### config.mk
export PLATFORM = sky130hd
export DESIGN_NAME = reg_file
export DESIGN_NICKNAME = d
export VERILOG_FILES = /design/src/rtl/reg_file_pkg.sv /design/src/rtl/reg_file_rport.sv /design/src/rtl/reg_file.sv
export SDC_FILE = /design/constraint.sdc
export NUM_CORES = 1
export LEC_CHECK = 0
export BUFFER_PORTS_ARGS = -buffer_cell sky130_fd_sc_hd__buf_2
export CORE_MARGIN = 2
export CORE_UTILIZATION = 35
export CTS_CLUSTER_SIZE = 12
export DETAILED_ROUTE_END_ITERATION = 7
export SYNTH_ARGS = -nofsm -noshare
export SYNTH_HDL_FRONTEND = slang
export SYNTH_SLANG_ARGS = --single-unit
### constraint.sdc
create_clock -name clk -period 2.65 [get_ports clk]
set_clock_uncertainty 0.05 [all_clocks]
set_input_delay 0.3975 -clock clk [delete_from_list [all_inputs] [get_ports clk]]
set_output_delay 0.3975 -clock clk [all_outputs]
set_load 0.05 [all_outputs]
### src/rtl/reg_file_pkg.sv
// rtl/reg_file_pkg.sv - shared defaults and width helper for the register file
package reg_file_pkg;

  localparam int DEFAULT_WIDTH = 32;
  localparam int DEFAULT_DEPTH = 8;

  // valid_count must represent 0..depth inclusive
  function automatic int count_width(input int depth);
    return $clog2(depth + 1);
  endfunction

endpackage

### src/rtl/reg_file_rport.sv
// rtl/reg_file_rport.sv - registered read port with range check; write-through forwarding under REG_FILE_BYPASS_EN
module reg_file_rport
  import reg_file_pkg::*;
#(
  parameter int WIDTH = DEFAULT_WIDTH,
  parameter int DEPTH = DEFAULT_DEPTH,
  parameter int AW    = $clog2(DEPTH)
) (
  input  logic                         clk,
  input  logic                         res,
  input  logic [AW-1:0]                raddr,
  input  logic [DEPTH-1:0][WIDTH-1:0]  mem,
  input  logic [DEPTH-1:0]             valid,
`ifdef REG_FILE_BYPASS_EN
  input  logic                         we,
  input  logic [AW-1:0]                waddr,
  input  logic [WIDTH-1:0]             wdata,
  input  logic                         clr,
`endif
  output logic [WIDTH-1:0]             rdata,
  output logic                         rvalid
);

  logic [WIDTH-1:0] nxt_data;
  logic             nxt_valid;
  logic             hit;

  // Addresses at or above DEPTH match no entry and read back as zero/invalid.
  always_comb begin
    nxt_data  = '0;
    nxt_valid = 1'b0;
    hit       = 1'b0;
    for (int i = 0; i < DEPTH; i++) begin
      if (raddr == AW'(i)) begin
        nxt_data  = mem[i];
        nxt_valid = valid[i];
        hit       = 1'b1;
      end
    end
`ifdef REG_FILE_BYPASS_EN
    if (clr) begin
      nxt_data  = '0;
      nxt_valid = 1'b0;
    end else if (we && hit && (waddr == raddr)) begin
      nxt_data  = wdata;
      nxt_valid = 1'b1;
    end
`endif
  end

  always_ff @(posedge clk or negedge res) begin
    if (!res) begin
      rdata  <= '0;
      rvalid <= 1'b0;
    end else begin
      rdata  <= nxt_data;
      rvalid <= nxt_valid;
    end
  end

endmodule

### src/rtl/reg_file.sv
// rtl/reg_file.sv - DEPTH x WIDTH register file, one write and two read ports; REG_FILE_BYPASS_EN enables write-through
module reg_file
  import reg_file_pkg::*;
#(
  parameter int WIDTH = DEFAULT_WIDTH,
  parameter int DEPTH = DEFAULT_DEPTH,
  parameter int AW    = $clog2(DEPTH),
  parameter int CW    = count_width(DEPTH)
) (
  input  logic             clk,
  input  logic             res,
  input  logic             we,
  input  logic [AW-1:0]    waddr,
  input  logic [WIDTH-1:0] wdata,
  input  logic             clr,
  input  logic [AW-1:0]    raddr_a,
  input  logic [AW-1:0]    raddr_b,
  output logic [WIDTH-1:0] rdata_a,
  output logic [WIDTH-1:0] rdata_b,
  output logic             rvalid_a,
  output logic             rvalid_b,
  output logic [CW-1:0]    valid_count
);

  logic [DEPTH-1:0][WIDTH-1:0] mem;
  logic [DEPTH-1:0]            valid;
  logic [DEPTH-1:0]            wsel;
  logic                        wr_new;

  // One-hot write select; out-of-range addresses and clr leave it empty.
  always_comb begin
    wsel = '0;
    for (int i = 0; i < DEPTH; i++) begin
      if (we && !clr && (waddr == AW'(i))) wsel[i] = 1'b1;
    end
  end

  assign wr_new = |(wsel & ~valid);

  always_ff @(posedge clk or negedge res) begin
    if (!res) begin
      mem         <= '0;
      valid       <= '0;
      valid_count <= '0;
    end else if (clr) begin
      mem         <= '0;
      valid       <= '0;
      valid_count <= '0;
    end else begin
      for (int i = 0; i < DEPTH; i++) begin
        if (wsel[i]) begin
          mem[i]   <= wdata;
          valid[i] <= 1'b1;
        end
      end
      // Only a fresh entry counts, so the count is bounded by DEPTH.
      if (wr_new) valid_count <= valid_count + CW'(1);
    end
  end

  reg_file_rport #(.WIDTH(WIDTH), .DEPTH(DEPTH), .AW(AW)) u_rport_a (
    .clk    (clk),
    .res    (res),
    .raddr  (raddr_a),
    .mem    (mem),
    .valid  (valid),
`ifdef REG_FILE_BYPASS_EN
    .we     (we),
    .waddr  (waddr),
    .wdata  (wdata),
    .clr    (clr),
`endif
    .rdata  (rdata_a),
    .rvalid (rvalid_a)
  );

  reg_file_rport #(.WIDTH(WIDTH), .DEPTH(DEPTH), .AW(AW)) u_rport_b (
    .clk    (clk),
    .res    (res),
    .raddr  (raddr_b),
    .mem    (mem),
    .valid  (valid),
`ifdef REG_FILE_BYPASS_EN
    .we     (we),
    .waddr  (waddr),
    .wdata  (wdata),
    .clr    (clr),
`endif
    .rdata  (rdata_b),
    .rvalid (rvalid_b)
  );

endmodule

* Word-level counts from Yosys, hierarchy flattened
Index checks and enable logic that the tools add are counted.
** Operators by class
- $add $sub $neg :: 1
- $mul :: 0
- Div/mod/pow operators :: 0
- $lt $le $gt $ge :: 0
- Eq/ne operators :: 21
- Shift-type cells :: 0
- Mux-type cells :: 60
- Bitwise operators :: 2
- Reduce and logical (&&, ||, !) cells :: 23
** Operator list (count)
- 2-to-1 mux 32 bit :: 24
- 2-to-1 mux 256 bit :: 1
- == test 3 bit (second input constant) :: 12
- 2-to-1 mux 1 bit :: 32
- == test 3 x 2 -> 1 bit (second input constant) :: 6
- nonzero test 2 bit :: 9
- == test 3 x 1 -> 1 bit (second input constant) :: 3
- logical AND 1 bit :: 9
- logical NOT 3 bit :: 3
- bitwise AND 8 bit :: 1
- 2-to-1 mux 4 bit :: 2
- 2-to-1 mux 8 bit :: 1
- NOT 8 bit :: 1
- OR reduction 8 bit :: 1
- adder 4 x 1 -> 4 bit (second input constant) :: 1
- logical NOT 1 bit :: 1
** Storage, ports and cells
- Register bits after elaboration :: 334
- Bits in latches :: 0
- Memory bits (writable) :: 0
- Bits in read-only memories :: 0
- Logic and storage cells :: 128
- Memories :: 0

* Logic depth before layout (Yosys ltp)
Gate-level depths: netlist of the first run.
- Depth in word-level cells :: 9
- Mapped depth :: 8
- Depth with buffers taken out :: 5

* Hierarchy
From an unflattened synthesis of the first run, not the netlist that was laid out.
** Unflattened totals
- Cells, all modules :: 2050
- Area total of the unflattened synthesis :: 18012.3 µm²
** By module, submodules not included
- reg_file :: instances 1, cells an instance 1212, area an instance 10908.0 µm², seq. area each 6706.4 µm²
- reg_file_rport :: instances 2, cells an instance 419, area an instance 3552.2 µm², seq. area each 825.8 µm²

* Worst setup path before layout of the first run
Ideal clock, no wire load.
- Path kind :: input -> register
- Start point :: in waddr[1]
- End point :: reg valid_count[1]
- Library setup time :: 0.127 ns
- Data arrival time :: 1.678 ns
- Data required time :: 2.473 ns
- Setup slack :: 0.794 ns
- Cell stages on the path :: 7
- Buffers on the path :: 2
- Cell sequence :: buf_4 nand2_1 or3_1 buf_2 o221a_4 nand2_1 mux2_1
** Between the ends
- Longest elaborated chain between the ends :: 6
** RTL lines
- start, declared :: RTL line reg_file.sv:13 : input logic [AW-1:0] waddr,
- == test 3 x 1 -> 1 bit, or another cell as far along :: RTL line reg_file.sv:34 : if (we && !clr && (waddr == AW'(i))) wsel[i] = 1'b1;
- logical AND 1 bit :: RTL line reg_file.sv:34
- 2-to-1 mux 1 bit :: RTL line reg_file.sv:34
- bitwise AND 8 bit (*) :: RTL line reg_file.sv:38 : assign wr_new = |(wsel & ~valid);
- OR reduction 8 bit (*) :: RTL line reg_file.sv:38
- nonzero test 2 bit (no source line) (*)
- end signal, assigned :: RTL line reg_file.sv:57 : if (wr_new) valid_count <= valid_count + CW'(1);
- end, declared :: RTL line reg_file.sv:22 : output logic [CW-1:0] valid_count
Mark *: on every way between the ends. The rest lies on a longest branch, timed or not.
A chain may end at the register's enable or synchronous reset.

* Final worst setup path of the first run
- Start point :: in raddr_b[2]
- End point :: reg u_rport_b.rdata[26]
** Between the ends
- Longest elaborated chain between the ends :: 9
** RTL lines
- start, declared :: RTL line reg_file.sv:17 : input logic [AW-1:0] raddr_b,
- logical NOT 3 bit :: RTL line reg_file_rport.sv:34 : if (raddr == AW'(i)) begin
- 2-to-1 mux 32 bit (7 in series) :: RTL line reg_file_rport.sv:34
- 2-to-1 mux 32 bit (*) :: RTL line reg_file_rport.sv:34
- via u_rport_b.nxt_data[26] :: RTL line reg_file_rport.sv:24 : logic [WIDTH-1:0] nxt_data;
- end signal, assigned :: RTL line reg_file_rport.sv:56 : rdata <= nxt_data;
- end, declared :: RTL line reg_file_rport.sv:20 : output logic [WIDTH-1:0] rdata,
Mark *: on every way through the listed nets, which the timed path passes. The rest lies on a longest branch.

==> impl_metrics.py, run 1 <==
metrics = {
    "floorplan": {
        "die_x_um": 225.9,
        "die-area_sq_um": 51020,
        "core_area_sq_um": 48750,
        "boundaryPins": 115,
        "start_util": 0.3534,
        "die_h_um": 225.9,
        "fp-row-count": 81,
    },
    "cells_and_area": {
        "n_antenna_cell": 0,
        "fin_cells": 2738,
        "syn_to_final_growth_pct": 14.26,
        "drive_above_1_share": 0.1451,
        "final_util": 0.4038,
        "nets": 2102,
    },
    "clock_tree": {
        "cts.clk_slew.worst_paths_ps": 60,
        "cts-root-buf": "clkbuf_16",
        "clk_path_buf_depth": 3,
        "cts_buffers": 37,
        "cts_resized": 0,
        "cts.sinks": 334,
        "cts_tree": "yes",
        "clk_latency_ps": 530,
        "post_cts_buffers": 0,
        "htree_levels": 2,
    },
    "detailed_routing": {
        "first_iter_violations": 1505,
        "viasPerCell": 5.504,
        "routed_wl_um": 58260,
        "drc": 0,
        "first_pass_iters": 5,
        "ant_nets": 0,
        "wl_per_cell_um": 21.28,
        "vias": 15069,
    },
    "timing": {
        "drv_slew": 0,
        "min_period_ps": 1727,
        "slew-limit-headroom": 0.3202,
        "final.setup.tns_ps": 0,
        "worst_slack_ps": 923.2,
        "min_period_over_period": 0.6516,
        "rsz0062_at_grt": "no",
        "fmax_ghz": 0.5791,
        "setup_viol": 0,
        "finalHoldViolations": 0,
        "tightestPinTransition_ps": 1015,
    },
    "setup_path": {
        "critPathArrivalTime_ps": 2140,
        "criticalPathCategory": "input port to flop",
        "critical_path.cell_chain": "buf_2 > nor2b_2 > buf_12 > a21oi_1 > o221ai_1 > o21ai_1 > nand2_1",
        "cp-start-kind": "input port",
        "critPathSlowestCell": "nor2b_2",
        "crit_fanout": 21,
        "cp.required_ps": 3070,
        "path_delay_family": "simple AND/OR/NAND/NOR gates",
        "worstPathBufferInverterCount": 2,
        "cp_slowest_stage_delay_ps": 830,
        "setup.worst_path.end_class": "flop",
    },
    "yosys": {
        "syn_nets": 2085,
        "yosysTopAreaCell": "dfrtp_1",
        "synth_edf_count": 0,
        "synth_area_leaders": "dfrtp_1 49%, nand2_1 14%, a21oi_1 9.3%, and3b_1 3.1%, o221ai_1 3.1%",
        "yosys_most_used_dff": "dfrtp_1",
        "synth_cell_type_count": 38,
        "yosys.area.top_type_share": 0.4851,
        "synth_common_cells": "656 x nand2_1, 334 x dfrtp_1, 319 x a21oi_1",
        "synth_seq_area_share": 0.4851,
        "ys_ff_latch": 334,
        "syn-mean-instance-area_sq_um": 8.450,
        "syn-instance-count": 2039,
        "post-synth-top-count-cell": "nand2_1",
        "ys_warn_count": 0,
        "syn_area_sq_um": 17230,
        "async_flop_share": 1.000,
    },
    "hold_path": {
        "hold_path_class": "input port to flop",
    },
    "power": {
        "p_per_area_nw_per_um2": 591.6,
        "power.share.clock": 0.438,
        "ir_drop_mv": 0.4185,
        "internal_power_mw": 8.548,
        "combPwrFrac": 0.110,
        "swShare": 0.2660,
        "p_sw_mw": 3.098,
        "cellLeakagePower_nw": 8.682,
        "seqPwrFrac": 0.453,
    },
    "placed_design": {
        "place_hpwl_um": 34660,
        "io_buffers": 114,
        "globalplace.congestion": 0.8027,
        "place_inst": 2680,
        "place_ws_ps": 449.5,
    },
    "grt": {
        "grt_pass1_wl_um": 89490,
        "grt_max_degree": 158,
        "antenna_found_initial": 0,
        "grt_pass1_vias": 14760,
        "grt_overflow_total": 0,
        "grt_usage": 0.2280,
    },
    "status": {
        "run_status": "finished clean",
    },
    "flow_run": {
        "max_cap_viol_count": 0,
    },
}
## kinds of logic after synthesis
group / after synthesis / synth area share
multiplexers: 73 / 0.05054
adder cells (fa/ha/maj): 1 / 0.0007261
AO/OA/AOI/OAI: 589 / 0.1969
flip-flops: 334 / 0.4851
buffers and inverters: 225 / 0.05599
AND/OR/NAND/NOR: 817 / 0.2107
## path summary, 6_finish.rpt
path,slack (ps),start,end,cells past startpoint
setup / recovery,920,raddr_b[2],u_rport_b.rdata[26],7
max in group asynchronous,1380,res,mem[4],3
min in group asynchronous,370,res,valid_count[1],2
setup reg to reg,1160,mem[108],u_rport_a.rdata[12],3
hold reg to reg,450,mem[237],u_rport_a.rdata[13],2
hold / removal,70,clr,valid_count[0],2
## metrics by stage
stage          instance area [sq um]  hold WS (ps)  power, mW
2_1_floorplan                  17230         51.91      6.097
4_1_cts                        19690         50.93      11.75
3_3_place_gp                   18520         346.1      6.621
3_5_place_dp                   18520         344.9      6.635
5_1_grt                        19690         81.38      12.04
6_report                       19690         66.99      11.65
## state kept, by name (all words and copies together), names as in the netlist
signal	flops
mem	256
u_rport_a.rdata	32
u_rport_b.rdata	32
valid	8
valid_count	4
u_rport_a.rvalid	1
u_rport_b.rvalid	1
## power groups by stage
stage	registers (mW)	logic, mW	clock network, mW
floorplan	5.55	0.551	0
global placement	5.36	1.26	0
detailed placement	5.36	1.27	0
CTS	5.27	1.27	5.20
global route	5.28	1.36	5.39
finish	5.27	1.28	5.10
## layout by cell type (no fill, tap or decap), types with 24 or more instances in the layout
cell / count
a21oi_1: 319
a22oi_1: 61
clkbuf_16: 37
o21ai_0: 41
dfrtp_1: 334
o21ai_1: 95
o221ai_1: 61
nand2_1: 656
mux2_2: 38
buf_2: 110
mux2_1: 24
nor2b_1: 65
buf_4: 63
and3b_1: 61
## layer usage
metal	global-route usage	vias to the layer above	wire length [um]
li1	-	6935	-
met1	0.3054	7406	24330
met2	0.3751	620	27870
met3	0.04033	108	4510
met4	0.07050	0	1555
met5	0	-	0
## what timing repair did
action | CTS | global route
endpoints found under the hold margin | 45 | 0
endpoints found under the setup margin | 0 | 0
hold buffers | 1 | 0
## layout make-up
type                    count  area (sq um)
fillers                  4802         29060
flip-flops and latches    334          8358
multi-input cells        1480          7936
repair buffers            191          1363
clock buffers              51          1049
well taps                 664         830.8
clock inverters             6         105.1
inverters                  12         45.04
Note: power is estimated with default switching activity, not from simulation.
==> run 2: changes to the inputs <==
==> constraint.sdc (replaced) <==
create_clock -name clk -period 1.51 [get_ports clk]
set_clock_uncertainty 0.05 [all_clocks]
set_input_delay 0.2265 -clock clk [delete_from_list [all_inputs] [get_ports clk]]
set_output_delay 0.2265 -clock clk [all_outputs]
set_load 0.05 [all_outputs]
==> impl_metrics.py, run 2 (same netlist as run 1, synthesis figures left out) <==
metrics = {
    "detailed_routing": {
        "wl_per_cell_um": 20.52,
        "ant_nets": 0,
        "first_pass_iters": 5,
        "routed_wl_um": 58630,
        "viasPerCell": 5.452,
        "first_iter_violations": 1394,
        "vias": 15575,
        "drc": 0,
    },
    "setup_path": {
        "cp-start-kind": "flop",
        "setup.worst_path.end_class": "output pin",
        "r2r_cells": 5,
        "rrSetupSlack_ps": 40,
        "critPathArrivalTime_ps": 1200,
        "cp_slowest_stage_delay_ps": 440,
        "critPathSlowestCell": "dfrtp_2",
        "cp.required_ps": 1230,
        "worstPathBufferInverterCount": 1,
        "critical_path.cell_chain": "buf_4",
        "r2r_end": "valid_count[1]",
        "path_delay_family": "flip-flops",
        "crit_fanout": 5,
        "rr_startpoint": "valid[0]",
        "criticalPathCategory": "flop to output pin",
    },
    "clock_tree": {
        "cts.sinks": 334,
        "cts-root-buf": "clkbuf_16",
        "clk_path_buf_depth": 3,
        "htree_levels": 2,
        "cts.clk_slew.worst_paths_ps": 60,
        "cts_buffers": 39,
        "clk_latency_ps": 560,
        "cts_tree": "yes",
    },
    "cells_and_area": {
        "layout_common_cells": "655 x nand2_1, 333 x dfrtp_1, 319 x a21oi_1",
        "reg.largest.list": "mem (256), u_rport_a.rdata (32), u_rport_b.rdata (32)",
        "syn_to_final_growth_pct": 22.75,
        "largest_reg_flops": 256,
        "nets": 2211,
        "layout_commonest_cell": "nand2_1",
        "regMostFlops": "mem",
        "drive_above_1_share": 0.1810,
        "fin_area_sq_um": 21150,
        "n_antenna_cell": 0,
    },
    "power": {
        "swShare": 0.2656,
        "combPwrFrac": 0.117,
        "cellLeakagePower_nw": 9.394,
        "power.share.clock": 0.456,
        "seqPwrFrac": 0.427,
        "ir_drop_mv": 0.6651,
        "p_sw_mw": 5.762,
        "internal_power_mw": 15.93,
        "p_per_area_nw_per_um2": 1026,
    },
    "floorplan": {
        "core_area_sq_um": 48750,
        "die-area_sq_um": 51020,
        "boundaryPins": 115,
        "fp-row-count": 81,
        "die_x_um": 225.9,
        "die_h_um": 225.9,
        "start_util": 0.3534,
    },
    "grt": {
        "grt_usage": 0.2323,
        "grt_overflow_total": 0,
        "grt_pass1_vias": 15577,
        "grt_max_degree": 139,
        "grt_pass1_wl_um": 90960,
        "antenna_found_initial": 3,
    },
    "timing": {
        "rsz0062_at_grt": "yes",
        "setup_viol": 0,
        "slew-limit-headroom": 0.5328,
        "tightestPinTransition_ps": 700.8,
        "drv_slew": 0,
        "finalHoldViolations": 0,
        "fmax_ghz": 0.6761,
        "min_period_over_period": 0.9795,
        "worst_slack_ps": 31.02,
        "min_period_ps": 1479,
    },
    "hold_path": {
        "hold_path_class": "input port to async pin",
    },
    "placed_design": {
        "place_ws_ps": -358.6,
        "io_buffers": 114,
        "placed_area_sq_um": 19400,
        "place_hpwl_um": 37080,
        "globalplace.congestion": 0.8678,
    },
    "status": {
        "run_status": "finished clean",
    },
    "flow_run": {
        "max_cap_viol_count": 0,
    },
}
run 2: area by class of cell:
cell class,instances,area [sq um]
fillers,4728,27600
clock inverters,15,181.4
clock buffers,54,1145
inverters,12,45.04
flip-flops and latches,334,8359
multi-input cells,1480,7966
repair buffers,298,2621
well taps,664,830.8
run 2: power by group through the flow:
stage	logic, mW	registers [mW]	clock network [mW]
global route	2.71	9.27	10.4
floorplan	0.968	9.73	0
finish	2.54	9.26	9.89
detailed placement	2.44	9.42	0
global placement	2.41	9.41	0
CTS	2.53	9.26	10.1
run 2: what timing repair did:
action / CTS / global route
hold buffers: 33 / 0
gates resized for setup: 12 / 11
buffers inserted: 2 / 1
hold endpoints to repair: 590 / 0
endpoints found under the setup margin: 14 / 11
cloned: 0 / 0
pin swaps: 1 / 7
run 2: per-stage QoR:
step	power, mW	hold WS [ps]	cells	util	TNS (ps)
floorplan	10.70	-119.1	2039	-	-235.3
global placement	11.83	47.52	2752	0.3980	-55760
detailed placement	11.86	48.49	2752	0.3980	-64250
CTS	21.84	38.18	2856	0.4329	0
global route	22.41	50.96	2857	0.4338	-7.061
finish	21.69	50.87	2857	0.4338	0
run 2: worst max-delay path by stage:
stage / from / endpoint / slack (ps) / cells after the start
floorplan: clr / valid_count[1] / -150 / 6
global placement: raddr_b[0] / u_rport_b.rdata[30] / -370 / 7
detailed placement: raddr_b[0] / u_rport_b.rdata[25] / -360 / 7
CTS: valid_count[3] / valid_count[3] / 7 / 1
global route: valid[0] / valid_count[1] / -4 / 5
finish: valid_count[0] / valid_count[0] / 30 / 1
run 2: per-layer routing:
layer / vias up / wire [um] / GRT usage
met5: - / 34 / 0
li1: 7172 / - / -
met3: 145 / 4243 / 0.04905
met4: 6 / 1859 / 0.08032
met1: 7665 / 24850 / 0.3097
met2: 587 / 27640 / 0.3742
==> run 3: changes to the inputs <==
--- a/config.mk
+++ b/config.mk
@@ -7,9 +7,11 @@
 export LEC_CHECK = 0
 export BUFFER_PORTS_ARGS = -buffer_cell sky130_fd_sc_hd__buf_2
 export CORE_MARGIN = 2
-export CORE_UTILIZATION = 35
+export CORE_UTILIZATION = 40
 export CTS_CLUSTER_SIZE = 12
 export DETAILED_ROUTE_END_ITERATION = 7
+export SKIP_CTS_REPAIR_TIMING = 1
 export SYNTH_ARGS = -nofsm -noshare
 export SYNTH_HDL_FRONTEND = slang
+export SYNTH_HIERARCHICAL = 1
 export SYNTH_SLANG_ARGS = --single-unit
==> impl_metrics.py, run 3 <==
metrics = {
    "status": {
        "run_status": "finished clean",
    },
    "setup_path": {
        "r2r_end": "valid_count[1]",
        "critical_path.cell_chain": "buf_2",
        "critPathArrivalTime_ps": 1230,
        "cp.depth": 1,
        "rr_startpoint": "valid[1]",
        "r2r_cells": 5,
        "path_delay_family": "flip-flops",
        "crit_fanout": 1,
        "criticalPathCategory": "flop to output pin",
        "endpoint": "rdata_a[9]",
        "crit_path_start": "u_rport_a/rdata[9]",
        "cp_slowest_stage_delay_ps": 380,
        "cp.required_ps": 1230,
        "setup.worst_path.end_class": "output pin",
        "critPathSlowestCell": "dfrtp_1",
        "worstPathBufferInverterCount": 1,
        "cp-start-kind": "flop",
        "rrSetupSlack_ps": 90,
    },
    "clock_tree": {
        "clk_latency_ps": 570,
        "cts-root-buf": "clkbuf_16",
        "clk_path_buf_depth": 3,
        "cts.clk_slew.worst_paths_ps": 60,
        "cts.sinks": 334,
        "cts_buffers": 39,
        "htree_levels": 2,
        "cts_tree": "yes",
    },
    "timing": {
        "finalHoldViolations": 0,
        "min_period_ps": 1503,
        "tightestPinTransition_ps": 1412,
        "min_period_over_period": 0.9953,
        "worst_slack_ps": 7.098,
        "drv_slew": 0,
        "slew-limit-headroom": 0.05471,
        "setup_viol": 0,
        "final.setup.tns_ps": 0,
        "rsz0062_at_grt": "no",
        "fmax_ghz": 0.6654,
    },
    "yosys": {
        "syn-instance-count": 2050,
        "synth_cell_type_count": 43,
        "ys_ff_latch": 334,
        "yosysTopAreaCell": "dfrtp_1",
        "yosys.area_share.adder": 0.0006946,
        "syn_nets": 2096,
        "synth_top_family_by_area": "compound AO/OA/AOI/OAI gates",
        "syn_area_sq_um": 18010,
        "yosys.area_share.simple": 0.1737,
        "synth_common_cells": "650 x nand2_1, 367 x a21oi_1, 334 x dfrtp_1",
        "ys_warn_count": 6,
        "yosys_most_used_dff": "dfrtp_1",
        "synth_edf_count": 0,
        "synth_area_leaders": "dfrtp_1 46%, nand2_1 14%, a21oi_1 10%, mux2i_1 7.6%, a221oi_2 3.3%",
        "synth_compound_area_frac": 0.2156,
        "async_flop_share": 1.000,
        "synthMuxAreaShare": 0.07863,
        "post-synth-top-count-cell": "nand2_1",
        "syn-mean-instance-area_sq_um": 8.786,
        "synth_seq_area_share": 0.4640,
        "synth_xor_area_frac": 0,
        "yosys.area.top_type_share": 0.4640,
    },
    "power": {
        "p_per_area_nw_per_um2": 1033,
        "power_mw": 22.40,
        "cellLeakagePower_nw": 9.130,
        "ir_drop_mv": 0.6082,
    },
    "flow_run": {
        "max_cap_viol_count": 0,
    },
    "placed_design": {
        "place_ws_ps": -529.4,
        "place_hpwl_um": 37160,
        "globalplace.congestion": 0.8615,
        "io_buffers": 114,
    },
    "cells_and_area": {
        "reg.largest.list": "mem (256), u_rport_a/rdata (32), u_rport_b/rdata (32)",
        "layout_commonest_cell": "nand2_1",
        "regArea_sq_um": 8359,
        "drive_above_1_share": 0.1930,
        "nets": 2203,
        "multi_input_area_sq_um": 8539,
        "regMostFlops": "mem",
        "layout_common_cells": "650 x nand2_1, 367 x a21oi_1, 333 x dfrtp_1",
        "fillCellCount": 4200,
        "syn_to_final_growth_pct": 20.37,
        "largest_reg_flops": 256,
    },
    "grt": {
        "grt_overflow_total": 0,
        "grt_usage": 0.2649,
        "grt_pass1_vias": 15860,
        "grt_pass1_wl_um": 95880,
        "antenna_found_initial": 0,
        "grt_max_degree": 116,
    },
    "floorplan": {
        "die_h_um": 216.2,
        "start_util": 0.4064,
        "core_area_sq_um": 44320,
        "boundaryPins": 115,
        "die_x_um": 216.2,
        "fp-row-count": 77,
        "die-area_sq_um": 46740,
    },
    "detailed_routing": {
        "ant_nets": 0,
        "vias": 16303,
        "drc": 0,
        "first_pass_iters": 5,
        "first_iter_violations": 1591,
        "viasPerCell": 5.864,
        "routed_wl_um": 63090,
        "wl_per_cell_um": 22.69,
    },
    "hold_path": {
        "hold_path_class": "input port to flop",
    },
}
run 3: area by class of cell:
class                      count  area share
tap                          592     0.03416
clock inverter                 9    0.006233
antenna                        1   0.0001154
multi-input combinational   1502      0.3939
timing repair buffer         275      0.1241
clock buffer                  62     0.05506
sequential                   334      0.3856
inverter                       5   0.0008657
run 3: power breakdown:
part	internal, mW	total [mW]	switching (mW)
Combinational	1.01	3.15	2.14
Clock	5.94	9.87	3.93
Sequential	9.19	9.37	0.180
run 3: layer usage:
layer / share of wire / track usage / up-vias
met2: 0.46 / 0.4237 / 809
met1: 0.42 / 0.3615 / 8069
li1: - / - / 7250
met5: 0 / 0 / -
met4: 0.036 / 0.1002 / 0
met3: 0.084 / 0.04337 / 175
run 3: how the worst min path moves through the flow:
stage | cells past startpoint | slack [ps] | startpoint | to
2_1_floorplan | 0 | -120 | res | mem[0]
3_3_place_gp | 1 | 100 | res | valid_count[1]
3_5_place_dp | 1 | 100 | res | valid_count[0]
4_1_cts | 1 | -500 | res | valid_count[0]
5_1_grt | 3 | 20 | clr | mem[159]
6_report | 3 | 10 | clr | mem[255]
run 3: per-stage QoR:
step	utilization	cells	area (sq um)	hold WS (ps)
floorplan	-	2050	18020	-119.1
global placement	0.4502	2672	19950	97.83
detailed placement	0.4502	2672	19950	97.88
CTS	0.4802	2743	21280	-503.4
global route	0.4892	2779	21680	20.06
finish	0.4892	2780	21680	10.96
run 3: cell families after synthesis:
group	after synthesis
AND/OR/NAND/NOR	763
adder cells (fa/ha/maj)	1
flip-flops	334
buffers and inverters	216
multiplexers	139
AO/OA/AOI/OAI	597
